### src/rtl/adder_arbiter.sv
// Round-robin arbiter sharing one prefix adder between NREQ requesters, with a
// single result register held until its owner accepts it.

module prefix_adder #(
    parameter int NBIT = 32
) (
    input  logic [NBIT-1:0] a,
    input  logic [NBIT-1:0] b,
    output logic [NBIT-1:0] s,
    output logic            cout
);
    localparam int LV = (NBIT > 1) ? $clog2(NBIT) : 1;

    logic [NBIT-1:0] g;
    logic [NBIT-1:0] p;
    logic [NBIT-1:0] gn;
    logic [NBIT-1:0] pn;
    logic [NBIT:0]   c;

    // Kogge-Stone: after LV levels g[i] is the group generate of bits [i:0].
    always_comb begin
        g  = a & b;
        p  = a ^ b;
        gn = g;
        pn = p;
        for (int l = 0; l < LV; l++) begin
            gn = g;
            pn = p;
            for (int i = 0; i < NBIT; i++) begin
                if (i >= (1 << l)) begin
                    gn[i] = g[i] | (p[i] & g[i - (1 << l)]);
                    pn[i] = p[i] & p[i - (1 << l)];
                end
            end
            g = gn;
            p = pn;
        end
    end

    assign c    = {g, 1'b0};
    assign s    = (a ^ b) ^ c[NBIT-1:0];
    assign cout = c[NBIT];

endmodule

// state  | meaning
// S_EMPTY| result register free, any granted request loads it
// S_HELD | result held for res_id until rsp_ready[res_id]
module adder_arbiter #(
    parameter  int NBIT = 32,
    parameter  int NREQ = 4,
    localparam int IDW  = $clog2(NREQ)
) (
    input  logic                 clk,
    input  logic                 reset,
    input  logic [NREQ-1:0]      req_valid,
    output logic [NREQ-1:0]      req_ready,
    input  logic [NREQ*NBIT-1:0] req_a,
    input  logic [NREQ*NBIT-1:0] req_b,
    output logic [NREQ-1:0]      rsp_valid,
    input  logic [NREQ-1:0]      rsp_ready,
    output logic [NBIT-1:0]      rsp_s,
    output logic                 rsp_cout,
    output logic [IDW-1:0]       rsp_id,
    output logic                 busy
);
    typedef enum logic {
        S_EMPTY = 1'b0,
        S_HELD  = 1'b1
    } state_t;

    state_t          state;
    state_t          state_nxt;
    logic [IDW-1:0]  prio;
    logic [NBIT-1:0] res_s;
    logic            res_cout;
    logic [IDW-1:0]  res_id;

    logic            full;
    logic            drain;
    logic            space;
    logic            found;
    logic [IDW-1:0]  cand;
    logic            transfer;
    logic [NBIT-1:0] op_a;
    logic [NBIT-1:0] op_b;
    logic [NBIT-1:0] sum;
    logic            carry;
    int              idx;

    assign full  = (state == S_HELD);
    assign drain = full & rsp_ready[res_id];
    assign space = ~full | drain;

    // Search ascends from prio with wrap-around; first valid index wins.
    always_comb begin
        found = 1'b0;
        cand  = '0;
        idx   = 0;
        for (int off = 0; off < NREQ; off++) begin
            idx = int'(prio) + off;
            if (idx >= NREQ) begin
                idx = idx - NREQ;
            end
            if (!found && req_valid[idx]) begin
                found = 1'b1;
                cand  = IDW'(idx);
            end
        end
    end

    assign req_ready = (found && space && !reset) ? (NREQ'(1) << cand) : '0;
    assign transfer  = |(req_valid & req_ready);

    assign op_a = req_a[cand*NBIT +: NBIT];
    assign op_b = req_b[cand*NBIT +: NBIT];

    prefix_adder #(.NBIT(NBIT)) u_adder (
        .a    (op_a),
        .b    (op_b),
        .s    (sum),
        .cout (carry)
    );

    always_ff @(posedge clk) begin
        if (reset) begin
            state <= S_EMPTY;
        end else begin
            state <= state_nxt;
        end
    end

    always_comb begin
        state_nxt = state;
        if (transfer) begin
            state_nxt = S_HELD;
        end else if (drain) begin
            state_nxt = S_EMPTY;
        end
    end

    always_ff @(posedge clk) begin
        if (reset) begin
            prio     <= '0;
            res_s    <= '0;
            res_cout <= 1'b0;
            res_id   <= '0;
        end else if (transfer) begin
            res_s    <= sum;
            res_cout <= carry;
            res_id   <= cand;
            prio     <= (cand == IDW'(NREQ - 1)) ? '0 : cand + 1'b1;
        end
    end

    assign rsp_valid = full ? (NREQ'(1) << res_id) : '0;
    assign rsp_s     = res_s;
    assign rsp_cout  = res_cout;
    assign rsp_id    = res_id;
    assign busy      = full;

endmodule

### config.mk
export PLATFORM = sky130hd
export DESIGN_NAME = adder_arbiter
export DESIGN_NICKNAME = d
export VERILOG_FILES = /design/src/rtl/adder_arbiter.sv
export SDC_FILE = /design/constraint.sdc
export NUM_CORES = 1
export LEC_CHECK = 0
export CAP_MARGIN = 0
export CORE_AREA = 2 2 121 123
export DETAILED_ROUTE_END_ITERATION = 12
export DIE_AREA = 0 0 123 125
export GPL_ROUTABILITY_DRIVEN = 0
export PLACE_DENSITY = 0.86
export SYNTH_ARGS = -nofsm -noshare
export SYNTH_HDL_FRONTEND = slang
export SYNTH_SLANG_ARGS = --single-unit
### constraint.sdc
create_clock -name clk -period 6.62 [get_ports clk]
set_clock_uncertainty 0.15 [all_clocks]
set_input_delay 0.662 -clock clk [delete_from_list [all_inputs] [get_ports clk]]
set_output_delay 0.662 -clock clk [all_outputs]
set_load 0.05 [all_outputs]
==> run_results.csv <==
group,metric,value,unit
final_layout,layout_common_cells,"sky130_fd_sc_hd__nand2_1 (320), sky130_fd_sc_hd__clkdlybuf4s50_1 (309), sky130_fd_sc_hd__and3_1 (72)",
final_layout,drive_gt1_frac,0.02349,
floorplan,design.core.area,14200,sq um
timing,hold_ws,0.2985,ns
synthesis,netlist_area,5137,sq um
grt,grt_first_pass_wirelength,33310,um
setup_path,startpoint_type,"input port",
clock_tree,cts_post_setup_buffers_inserted,0,
timing,unrepaired_setup_endpoints_after_global_routing,"false",
worst_hold_path,min-delay-start,"rsp_s[28]",
placed_design,place.port_buffers,309,
grt,globalRouteOverflowTotal,0,
setup_path,critPathLaunch,"req_valid[0]",
floorplan,i_o_pins,310,
grt,grt_max_degree,131,
routing,finalWirelength,21290,um
placed_design,dp_hpwl,16860,um
clock_tree,ctsHtreeMaxLevel,2,
clock_tree,clkTransAtPathRegs,0.06,ns
floorplan,starting_utilization_of_the_core_area,0.3617,
worst_hold_path,hold_path_class,"flop to flop",
setup_path,crit_end,"rsp_cout",
clock_tree,clk_root_buffer_cell,"sky130_fd_sc_hd__clkbuf_16",
clock_tree,worst_skew_late_latency,0.27,ns
grt,number_of_antenna_violations_at_the_first_check_in_global_routing,1,
routing,wl_per_cell,16.49,um
floorplan,fp.dieArea,15380,sq um
power,power.density,254.9,nW/um^2
clock_tree,post_cts.resized_instances,0,
synthesis,mean_syn_cell_area,6.080,sq um
synthesis,post_synth_num_cell_types,54,
final_layout,fill_cells,1323,
routing,detail-route-antenna-nets,0,
setup_path,worstReg2RegStart,"prio[1]",
timing,final_period_minus_worst_setup_slack,5.005,ns
clock_tree,clk_path_buf_depth,2,
routing,drt-initial-drc-count,553,
setup_path,worst-endpoint-required,6.66,ns
floorplan,chipWidth,123,um
routing,drt-vias-per-instance,5.483,
setup_path,wp_data_arrival,5.04,ns
final_layout,area_of_all_placed_cells_without_fillers,8463,sq um
setup_path,crit-reg2reg-capture,"rsp_cout",
status,outcome,"finished, final reports clean",
timing,final.period_utilization,0.7560,
worst_hold_path,worst_hold_path_cells,2,
synthesis,asyncSetResetFlopFracSynth,0,
grt,first_global_vias,6608,
setup_path,r2r_slack,2.12,ns
routing,drc,0,
final_layout,commonest_non_fill_non_tap_cell_in_the_layout,"sky130_fd_sc_hd__nand2_1",
routing,via_count,7079,
placed_design,dpl_cell_area,8315,sq um
floorplan,die-height,125,um
synthesis,post_synthesis_register_bit_count,38,
clock_tree,cts.sinks,38,
setup_path,critPathKind,"input port to flop",
grt,grt_usage,0.2679,
run,maxCapViolCount,0,
final_layout,synthToLayoutAreaGrowth,64.73,%
setup_path,reg2reg_depth,17,
timing,drv_slew,0,
setup_path,worst_setup_end_kind,"flop",
power,vdd.ir_drop.worst,125.8,uV
synthesis,synthFlopType,"sky130_fd_sc_hd__dfxtp_1",
routing,drt_pass1_iterations,5,
timing,worst-slew-pin-transition,1.068,ns
timing,fmax,199.8,MHz
power,p_leak,0.003566,uW
floorplan,fp-row-count,44,
synthesis,synth.yosys.seq_area_share,0.1481,
synthesis,postSynthCellCount,845,
clock_tree,cts_tree,"yes",
timing,worst_relative_slew_slack,0.2881,
clock_tree,cts-buffers-inserted,5,
clock_tree,post_cts_hold_buffer_count,0,
synthesis,synthesis.nets,1148,
synthesis,yosysWarningCount,0,
synthesis,synth-edff-count,0,
timing,finalSetupTns,0,ns
timing,setup-violations-final,0,
final_layout,antenna_cells,0,
setup_path,timing.critical_path.fanout_max,130,
timing,timing_hold_violations_final,0,
final_layout,num-nets-final,1409,
## cell families (layout without fill, tap and decap cells)
| group | Yosys count | count (layout) | share of synthesized area |
|---|---|---|---|
| compound gates | 204 | 204 | 0.2506 |
| simple gates | 466 | 466 | 0.4026 |
| mux | 4 | 4 | 0.01023 |
| buf+inv | 70 | 332 | 0.05261 |
| flops | 38 | 38 | 0.1481 |
| fa+ha+maj | 37 | 37 | 0.09157 |
| xor+xnor | 26 | 26 | 0.04433 |
## worst min path at each step
stage	end	slack (ns)
floorplan	prio[0]	0.33
global placement	rsp_s[7]	0.29
detailed placement	rsp_s[28]	0.29
CTS	rsp_s[28]	0.30
global route	rsp_s[15]	0.31
finish	rsp_s[28]	0.30
## power by group
group / switching (uW) / internal, uW
combinational: 948 / 659
sequential: 31.2 / 284
clock: 86.1 / 149
## through the flow
stage,setup slack [ns],power [uW],std cells,utilization
detailed placement,1.365,1900,1283,0.5854
global placement,1.462,1884,1283,0.5854
CTS,1.641,2143,1291,0.5958
finish,1.615,2157,1291,0.5958
global route,1.245,2300,1291,0.5958
floorplan,2.433,1373,845,-
## registers in the layout (all words and copies together), names as in the netlist
register,cells
rsp_s,32
rsp_id,2
busy,1
rsp_cout,1
prio,2
## final cells by class
type | count | area, sq um | share of cell area
Multi-Input combinational cell | 737 | 4125 | 0.4874
Timing Repair Buffer | 315 | 3163 | 0.3737
Sequential cell | 38 | 760.7 | 0.08989
Tap cell | 184 | 230.2 | 0.02720
Clock buffer | 7 | 142.6 | 0.01685
Inverter | 9 | 36.28 | 0.004287
Clock inverter | 1 | 5.005 | 0.0005914
## synthesized netlist by cell type, drive strengths merged, types with 2 or more instances
| library cell | n | area share |
|---|---|---|
| nor3 | 5 | 0.0049 |
| o211ai | 6 | 0.0097 |
| nor4 | 3 | 0.0037 |
| nand3b | 10 | 0.015 |
| nand2b | 3 | 0.0037 |
| nand3 | 7 | 0.0068 |
| a22oi | 3 | 0.0044 |
| nand2 | 320 | 0.23 |
| nor2 | 21 | 0.015 |
| mux2i | 3 | 0.0058 |
| a21oi | 59 | 0.057 |
| o21ai | 26 | 0.025 |
| xnor2 | 18 | 0.031 |
| a21o | 12 | 0.018 |
| o31ai | 4 | 0.0095 |
| o21a | 3 | 0.0044 |
| a211oi | 2 | 0.0029 |
| o311ai | 2 | 0.0049 |
| ha | 36 | 0.088 |
| buf | 11 | 0.0095 |
| a211o | 3 | 0.0051 |
| nor2b | 4 | 0.0049 |
| inv | 9 | 0.0066 |
| a31o | 2 | 0.0034 |
| dfxtp | 38 | 0.15 |
| and3 | 72 | 0.088 |
| a31oi | 68 | 0.083 |
| nor3b | 3 | 0.0044 |
| a311oi | 2 | 0.0034 |
| or3 | 3 | 0.0037 |
| o21bai | 5 | 0.0073 |
| clkbuf | 50 | 0.037 |
| and2 | 5 | 0.0061 |
| nand4 | 7 | 0.0085 |
| xor2 | 8 | 0.014 |
## routing by layer
| layer | vias to the layer above | GRT usage | share of wire |
|---|---|---|---|
| li1 | 3474 | - | - |
| met4 | 2 | 0.05682 | 0.019 |
| met2 | 386 | 0.4348 | 0.46 |
| met1 | 3178 | 0.3718 | 0.42 |
| met3 | 39 | 0.04425 | 0.097 |
| met5 | - | 0 | 0.00042 |
## critical path, cell delays in order
cell and delay, ns:
sky130_fd_sc_hd__clkdlybuf4s50_1 0.57, sky130_fd_sc_hd__a21oi_1 0.10, sky130_fd_sc_hd__o21a_1 0.20, sky130_fd_sc_hd__o22ai_4 0.23, sky130_fd_sc_hd__buf_12 0.39, sky130_fd_sc_hd__nand2_1 0.11, sky130_fd_sc_hd__and3_1 0.18, sky130_fd_sc_hd__a31oi_1 0.16
sky130_fd_sc_hd__ha_1 0.27, sky130_fd_sc_hd__fa_1 0.23, sky130_fd_sc_hd__a21oi_1 0.11, sky130_fd_sc_hd__o211ai_1 0.23, sky130_fd_sc_hd__nand2_1 0.18, sky130_fd_sc_hd__o31ai_2 0.42, sky130_fd_sc_hd__a31oi_1 0.19, sky130_fd_sc_hd__o21ai_1 0.30
sky130_fd_sc_hd__nand3_1 0.13, sky130_fd_sc_hd__a311oi_1 0.26
(Power assumes the default switching activity.)
